## src/rtl/sap_io_pkg.sv

```systemverilog
// Shared types for the SAP-2 I/O and run-control front end.
package sap_io_pkg;

    // Run-control states; the encoding is visible on state_o.
    typedef enum logic [1:0] {
        STOP = 2'd0,
        STEP = 2'd1,
        RUN  = 2'd2,
        HALT = 2'd3
    } sap_io_state_t;

    // The core is clocked only while single-stepping or free running.
    function automatic logic state_clocks_core(input sap_io_state_t s);
        return (s == STEP) || (s == RUN);
    endfunction

endpackage

```

## src/rtl/sap_io_sync.sv

```systemverilog
// Synchroniser for one asynchronous pin: SYNC_STAGES flops, then a rise detect.
// level_o is the synchronised level. rise_o is a one-cycle pulse that is
// acted on at the (SYNC_STAGES+1)th clock edge after the pin rises.
module sap_io_sync #(
    parameter int SYNC_STAGES = 2
) (
    input  logic clk,
    input  logic rst_n,
    input  logic async_i,
    output logic level_o,
    output logic rise_o
);

    logic [SYNC_STAGES-1:0] sync_q;
    logic                   prev_q;

    // Shift the pin through the synchroniser and remember the last synchronised level.
    always_ff @(posedge clk or negedge rst_n) begin
        if (!rst_n) begin
            sync_q <= '0;
            prev_q <= 1'b0;
        end else begin
            // NOTE: non-blocking assignments let every flop sample the pre-edge value, forming a real shift chain.
            sync_q <= {sync_q[SYNC_STAGES-2:0], async_i};
            prev_q <= sync_q[SYNC_STAGES-1];
        end
    end

    assign level_o = sync_q[SYNC_STAGES-1];
    assign rise_o  = sync_q[SYNC_STAGES-1] & ~prev_q;

endmodule

```

## src/rtl/sap_io_ctrl.sv

```systemverilog
// I/O and run-control front end between the SAP-2 core and the chip pins:
// clock-enable run control, latched OUT ports muxed onto the pins, and a
// one-byte input buffer filled by an asynchronous strobe/ack handshake.
// Optional build macro SAP_IO_CYCLE_CNT_EN adds a core-cycle counter that is
// readable on the pins at select value N_OUT.
module sap_io_ctrl
    import sap_io_pkg::*;
#(
    parameter int DATA_W      = 8,
    parameter int N_OUT       = 2,
    parameter int SYNC_STAGES = 2
) (
    input  logic                         clk,
    input  logic                         rst_n,
    input  logic                         run_i,
    input  logic                         step_i,
    input  logic                         cpu_halt_i,
    output logic                         cpu_ce_o,
    input  logic                         cpu_out_we_i,
    input  logic [$clog2(N_OUT+1)-1:0]   cpu_out_port_i,
    input  logic [DATA_W-1:0]            cpu_out_data_i,
    input  logic                         cpu_in_re_i,
    output logic [DATA_W-1:0]            cpu_in_data_o,
    output logic                         cpu_in_valid_o,
    input  logic [DATA_W-1:0]            pin_in_data_i,
    input  logic                         pin_in_stb_i,
    output logic                         pin_in_ack_o,
    output logic                         pin_overrun_o,
    input  logic [$clog2(N_OUT+1)-1:0]   pin_out_sel_i,
    output logic [DATA_W-1:0]            pin_out_data_o,
    output logic [1:0]                   state_o
);

    localparam int PORT_W = $clog2(N_OUT + 1);

    sap_io_state_t    state;
    sap_io_state_t    state_nxt;
    logic             run_s;
    logic             run_rise;
    logic             step_s;
    logic             step_rise;
    logic             stb_s;
    logic             stb_rise;
    logic [DATA_W-1:0] out_reg [N_OUT];
    logic [DATA_W-1:0] sel_data;
    logic [DATA_W-1:0] in_buf;
    logic             in_valid;
    logic             overrun;
    logic             in_read;

    sap_io_sync #(.SYNC_STAGES(SYNC_STAGES)) u_sync_run (
        .clk     (clk),
        .rst_n   (rst_n),
        .async_i (run_i),
        .level_o (run_s),
        .rise_o  (run_rise)
    );

    sap_io_sync #(.SYNC_STAGES(SYNC_STAGES)) u_sync_step (
        .clk     (clk),
        .rst_n   (rst_n),
        .async_i (step_i),
        .level_o (step_s),
        .rise_o  (step_rise)
    );

    sap_io_sync #(.SYNC_STAGES(SYNC_STAGES)) u_sync_stb (
        .clk     (clk),
        .rst_n   (rst_n),
        .async_i (pin_in_stb_i),
        .level_o (stb_s),
        .rise_o  (stb_rise)
    );

    // Run is level-controlled, step and strobe are edge-controlled; the rest is unused.
    logic unused_sync;
    assign unused_sync = &{1'b0, run_rise, step_s, stb_s};

    // Run-control state register.
    always_ff @(posedge clk or negedge rst_n) begin
        if (!rst_n) begin
            state <= STOP;
        end else begin
            state <= state_nxt;
        end
    end

    // Next-state rules; halt has priority over stop, and HALT is left only by reset.
    always_comb begin
        // NOTE: assigning a default first means every path drives state_nxt, so no latch is inferred.
        state_nxt = state;
        case (state)
            STOP: begin
                if (run_s) begin
                    state_nxt = RUN;
                end else if (step_rise) begin
                    state_nxt = STEP;
                end
            end
            STEP:    state_nxt = cpu_halt_i ? HALT : STOP;
            RUN: begin
                if (cpu_halt_i) begin
                    state_nxt = HALT;
                end else if (!run_s) begin
                    state_nxt = STOP;
                end
            end
            HALT:    state_nxt = HALT;
            default: state_nxt = STOP;
        endcase
    end

    // Core clock enable decoded straight from the state.
    always_comb begin
        cpu_ce_o = state_clocks_core(state);
    end

    assign state_o = state;

    // OUT latches: only a clocked core cycle may write, and out-of-range ports match no latch.
    always_ff @(posedge clk or negedge rst_n) begin
        if (!rst_n) begin
            // NOTE: these latches are few and must read 0 after reset, so they are reset like plain flops rather than built as RAM.
            for (int i = 0; i < N_OUT; i++) begin
                out_reg[i] <= '0;
            end
        end else if (cpu_out_we_i && cpu_ce_o) begin
            for (int i = 0; i < N_OUT; i++) begin
                if (cpu_out_port_i == PORT_W'(i)) begin
                    out_reg[i] <= cpu_out_data_i;
                end
            end
        end
    end

`ifdef SAP_IO_CYCLE_CNT_EN
    logic [DATA_W-1:0] cycle_cnt;

    // Count clocked core cycles, wrapping at the data width.
    always_ff @(posedge clk or negedge rst_n) begin
        if (!rst_n) begin
            cycle_cnt <= '0;
        end else if (cpu_ce_o) begin
            cycle_cnt <= cycle_cnt + DATA_W'(1);
        end
    end
`endif

    // Pin readback select: a latch, the cycle counter when built in, otherwise 0.
    always_comb begin
        sel_data = '0;
        for (int i = 0; i < N_OUT; i++) begin
            if (pin_out_sel_i == PORT_W'(i)) begin
                sel_data = out_reg[i];
            end
        end
`ifdef SAP_IO_CYCLE_CNT_EN
        if (pin_out_sel_i == PORT_W'(N_OUT)) begin
            sel_data = cycle_cnt;
        end
`endif
    end

    // Register the selected value onto the output pins.
    always_ff @(posedge clk or negedge rst_n) begin
        if (!rst_n) begin
            pin_out_data_o <= '0;
        end else begin
            pin_out_data_o <= sel_data;
        end
    end

    // A read counts only on a clocked core cycle with a byte waiting.
    assign in_read = cpu_in_re_i && cpu_ce_o && in_valid;

    // Input buffer: capture on strobe when empty or being emptied, otherwise flag the loss.
    always_ff @(posedge clk or negedge rst_n) begin
        if (!rst_n) begin
            in_buf   <= '0;
            in_valid <= 1'b0;
            overrun  <= 1'b0;
        end else begin
            if (stb_rise && (!in_valid || in_read)) begin
                in_buf   <= pin_in_data_i;
                in_valid <= 1'b1;
            end else if (in_read) begin
                in_valid <= 1'b0;
            end
            if (stb_rise && in_valid && !in_read) begin
                overrun <= 1'b1;
            end
        end
    end

    assign cpu_in_data_o  = in_buf;
    assign cpu_in_valid_o = in_valid;
    assign pin_in_ack_o   = !in_valid;
    assign pin_overrun_o  = overrun;

endmodule

```

## config.mk

```make
export PLATFORM = sky130hd
export DESIGN_NAME = sap_io_ctrl
export DESIGN_NICKNAME = d
export VERILOG_FILES = /design/src/rtl/sap_io_pkg.sv /design/src/rtl/sap_io_sync.sv /design/src/rtl/sap_io_ctrl.sv
export SDC_FILE = /design/constraint.sdc
export NUM_CORES = 1
export LEC_CHECK = 0
export CAP_MARGIN = 25
export CELL_PAD_IN_SITES_DETAIL_PLACEMENT = 1
export CELL_PAD_IN_SITES_GLOBAL_PLACEMENT = 2
export CORE_AREA = 8 8 107 70
export CTS_CLUSTER_SIZE = 14
export DETAILED_ROUTE_END_ITERATION = 8
export DIE_AREA = 0 0 115 78
export PLACE_DENSITY_LB_ADDON = 0.1
export REMOVE_ABC_BUFFERS = 1
export SLEW_MARGIN = 40
export SYNTH_ARGS = -nofsm -noshare
export SYNTH_HDL_FRONTEND = slang
export SYNTH_SLANG_ARGS = --single-unit
```

## constraint.sdc

```tcl
create_clock -name clk -period 2 [get_ports clk]
set_input_delay 0.4 -clock clk [delete_from_list [all_inputs] [get_ports clk]]
set_output_delay 0.4 -clock clk [all_outputs]
set_load 0.01 [all_outputs]
```

# --- After elaboration in Yosys (flattened, before gate mapping) ---
# Cells that the tools add are included.
# Widths: inputs -> output; s select.
op_classes:
  addsub: 0
  mul: 0
  div_mod_pow: 0
  n_lt_le_gt_ge: 0
  eq_ne: 7
  n_shift: 0
  muxes: 10
  n_bitwise: 4
  n_reduce_logical: 17
op_table:
  columns: ["operator", "n"]
  rows:
  - ["$mux 8", 2]
  - ["$mux 2", 5]
  - ["$pmux 2 s4", 1]
  - ["$eq 2x1->1 const B", 3]
  - ["$logic_and 1x1->1", 6]
  - ["$logic_not 2->1", 3]
  - ["$reduce_and 2->1", 3]
  - ["$eq 2x2->1 const B", 2]
  - ["$ne 3x2->1 const B", 1]
  - ["$ne 3x3->1 const B", 1]
  - ["$and 1x1->1", 2]
  - ["$logic_not 1->1", 2]
  - ["$logic_or 1x1->1", 2]
  - ["$mux 1", 2]
  - ["$not 1->1", 2]
  - ["$reduce_bool 2->1", 1]
word_totals:
  regBits: 44
  latch_bits: 0
  mem_bits_rw: 0
  rom_bits: 0
  out_inout_bits: 22
  elab_cells: 50
  mem_count: 0

# --- Longest topological paths before layout ---
depth:
  depth_word: 7
  depth_mapped: 5
  ltp_nobuf: 5

# --- Modules after synthesis ---
# From an unflattened synthesis, not the netlist that was laid out.
unflattened:
  cells_unflattened: 114
  area_unflattened_um2: 1783.0
by_module_without_submodules:
  columns: ["mod", "instances", "cells_each", "area_each_um2"]
  rows:
  - ["sap_io_ctrl", 1, 102, 1516.5]
  - ["sap_io_sync", 3, 4, 88.8]

# --- Worst setup path before layout ---
# OpenSTA, ideal clock, no wires.
synth_timing:
  kind: "register -> register"
  startpoint: "register state[0] (netlist: state_o[0])"
  endpoint: "register out_reg[10] in the netlist's numbering"
  setup_time_ns: 0.125
  t_arrival_ns: 1.659
  t_required_ns: 1.875
  setup_slack_ns: 0.217
  path_stages_with_launch: 6
  synth_period_minus_slack_ns: 1.783
  cell_sequence: "dfrtp_1 -> inv_1 -> ha_1 -> nand2_1 -> nor3_4 -> mux2_2"
synth_between:
  elab_chain_cells: 4
synth_rtl:
  columns: ["element", "line_no", "source"]
  rows:
  - ["start, declared", "sap_io_ctrl.sv:36", "sap_io_state_t state;"]
  - ["start signal, assigned", "sap_io_ctrl.sv:84", "state <= state_nxt;"]
  - ["$eq 2x1->1 or $eq 2x2->1 (tied branches)", "sap_io_pkg.sv:14", "return (s == STEP) || (s == RUN);"]
  - ["$logic_or 1x1->1 *", "sap_io_pkg.sv:14", null]
  - ["net cpu_ce_o", "sap_io_ctrl.sv:18", "output logic cpu_ce_o,"]
  - ["$logic_and 1x1->1 *", "sap_io_ctrl.sv:127", "end else if (cpu_out_we_i && cpu_ce_o) begin"]
  - ["$reduce_and 2->1 (no source line) *", null, null]
  - ["end signal, assigned by index", "sap_io_ctrl.sv:130", "out_reg[i] <= cpu_out_data_i;"]
  - ["end, declared", "sap_io_ctrl.sv:44", "logic [DATA_W-1:0] out_reg [N_OUT];"]
# The timed path passes the listed nets; every way through them passes the cells marked *.
# A chain may end at the register's enable or synchronous reset.

# --- Worst setup path after layout ---
layout_timing:
  startpoint: "register state[0] (netlist: state_o[0])"
  endpoint: "output port cpu_ce_o"
layout_between:
  elab_chain_cells: 2
layout_rtl:
  columns: ["element", "line_no"]
  rows:
  - ["$eq 2x1->1 or $eq 2x2->1 (tied branches)", "sap_io_pkg.sv:14"]
  - ["$logic_or 1x1->1 *", "sap_io_pkg.sv:14"]
  - ["end, declared", "sap_io_ctrl.sv:18"]
# Every way passes the cells marked *; elsewhere a longest branch is shown, timed or not.

==> metrics.cfg <==
[place]
place_ws_ns = 0.119
portBuffers = 49
gp_congestion = 0.641
place_hpwl_um = 2810

[layout]
n_fill_cell = 629
nets = 202
finish.utilization_pct = 41.7
synthToLayoutAreaGrowth_pct = 44.5
antenna_cells = 0
drive_gt1_share_pct = 26.9
largest_reg_flops = 16

[yosys]
ys_ff_latch = 44
ys_warn_count = 0
synthesis.area_um2 = 1700
synth_flop_cell = dfrtp_1
syn_inst = 111
synth.avg_cell_area_um2 = 15.3
yosysSeqAreaShare_pct = 64.8
synth-edff-count = 0
synth_cell_type_count = 19
synthArstFlopShare_pct = 100

[floorplan]
dieArea_um2 = 8970
rows = 22
start_util_pct = 28.9
core_um2 = 5890
die_h_um = 78
dieWidth_um = 115
ios = 50

[global_route]
grt_pass1_wl_um = 6360
met1_usage_pct = 10.7
grt_pass1_vias = 1249
grt_overflow = 0
grt_busiest_layer = met2
grt_max_degree = 45
antenna_found_initial = 0
use_met3_pct = 3.25
grt_usage_pct = 9.03
grtUsageMet2_pct = 14.8

[clock_tree]
clock_sinks = 44
cts_buffers = 5
clockRootBuffer = clkbuf_8
clk_latency_ns = 0.28
clk_pin_slew_ns = 0.08
cts_tree = done
ctsHoldBuffers = 0
cts_buffer_depth = 2
htreeDepth = 2

[routing]
drt-total-wl_um = 3730
num_vias = 1060
via_per_inst = 4.16
first_pass_iters = 2
ant_nets = 0
drt_iter0_markers = 30
drc = 0
wire_per_inst_um = 14.6

[sta]
period_needed_ns = 1.76
finalCritPeriodShare_pct = 88.2
rsz0062_at_grt = false
finalSetupTns_ns = 0
fin_skew_ns = 0.00455
hold_violations = 0
drv_slew = 0
setup_slack_ns = 0.237
slew_headroom_pct = 63.5
tightest_slew_ns = 0.548
fmax_mhz = 567
setup_violations = 0

[flow_run]
maxCapViolCount = 0

[critical_path]
cp.required_ns = 1.60
critPathKind = flop to output pin
cp-start-kind = flop
cp-end-kind = output pin
crit_fanout = 5
arrival_ns = 1.36

[power_and_ir_drop]
power_density_nw_per_um2 = 1380
vdd_drop_max_uv = 491
power_w = 0.00339
p_leak_nw = 1.07

[worst_hold_path]
min_path_type = primary input to asynchronous set/reset pin

[status]
outcome = finished clean

-- power breakdown --
part | total, W | internal (W) | switching (W)
logic | 0.00129 | 0.000774 | 0.000514
registers | 0.00138 | 0.00122 | 0.000156
clock network | 0.000729 | 0.000441 | 0.000288
-- cells in the mapped netlist (2+ instances only) --
master	instances	area share [%]
a21oi_1	2	0.59
dfrtp_1	44	65
ha_1	4	2.9
inv_1	5	1.1
mux2_2	26	17
mux2i_1	8	4.7
nand2b_1	3	1.1
nor2_1	8	1.8
-- metrics by stage --
step                      cell area, um^2  hold slack, ns  instances
after floorplan                      1690           0.104        109
after global placement               2300           0.332        245
after detailed placement             2300           0.336        245
after CTS                            2460           0.200        255
after global routing                 2460           0.199        255
final                                2460           0.181        255
-- per-layer routing --
layer	share of wire (%)	vias to the layer above
met5	0	-
met4	0.97	0
met3	4.9	2
met2	50	21
met1	44	544
li1	-	493
-- cell type report --
type | count | area (um^2) | share of cell area [%]
inverters | 5 | 18.8 | 0.764
clock inverters | 1 | 30.0 | 1.22
repair buffers | 54 | 522 | 21.2
well taps | 84 | 105 | 4.28
flip-flops and latches | 44 | 1100 | 44.8
multi-input cells | 60 | 584 | 23.8
clock buffers | 7 | 96.3 | 3.92
-- worst max-delay path, stage by stage (launching register included) --
cell           delay [ns]
dfrtp_1              0.39
inv_1                0.15
ha_4                 0.25
dlygate4sd2_1        0.29
-- worst paths after layout --
kind	from	end	slack, ns	cells past startpoint
min reg2reg	u_sync_stb.sync_q[0]$_DFF_PN0_	u_sync_stb.sync_q[1]$_DFF_PN0_	0.36	0
min in group clk	u_sync_stb.sync_q[0]$_DFF_PN0_	u_sync_stb.sync_q[1]$_DFF_PN0_	0.36	0
max reg2reg	state_o[0]$_DFFE_PN0P_	out_reg[9]$_DFFE_PN0P_	0.35	6
min	rst_n	cpu_in_data_o[2]$_DFFE_PN0P_	0.18	2
max	state_o[0]$_DFFE_PN0P_	cpu_ce_o	0.24	3
max in group asynchronous	rst_n	out_reg[14]$_DFFE_PN0P_	1.44	2
-- logic make-up (layout without fill, tap and decap cells) --
family	after synthesis	in the layout	synth area share [%]
buffers and inverters	7	67	1.62
multiplexers	34	34	21.9
AO/OA/AOI/OAI	6	6	2.80
adder cells (fa/ha/maj)	4	4	2.94
flip-flops	44	44	64.8
AND/OR/NAND/NOR	16	16	5.96
-- placed cells by master (no fill, tap or decap), drive strengths merged, types with 2 or more instances in the layout --
| cell type | netlist | routed |
|---|---|---|
| nor2 | 9 | 9 |
| mux2 | 26 | 26 |
| a21oi | 2 | 2 |
| mux2i | 8 | 8 |
| ha | 4 | 4 |
| nand2b | 3 | 3 |
| inv | 5 | 5 |
| clkbuf | 0 | 7 |
| clkdlybuf4s50 | 0 | 47 |
| buf | 2 | 6 |
| dfrtp | 44 | 44 |
-- repair_timing --
action / CTS / global route
resized for setup: 3 / 0
setup buffers: 2 / 0
endpoints found under the setup margin: 1 / 0
(Power assumes the default switching activity.)
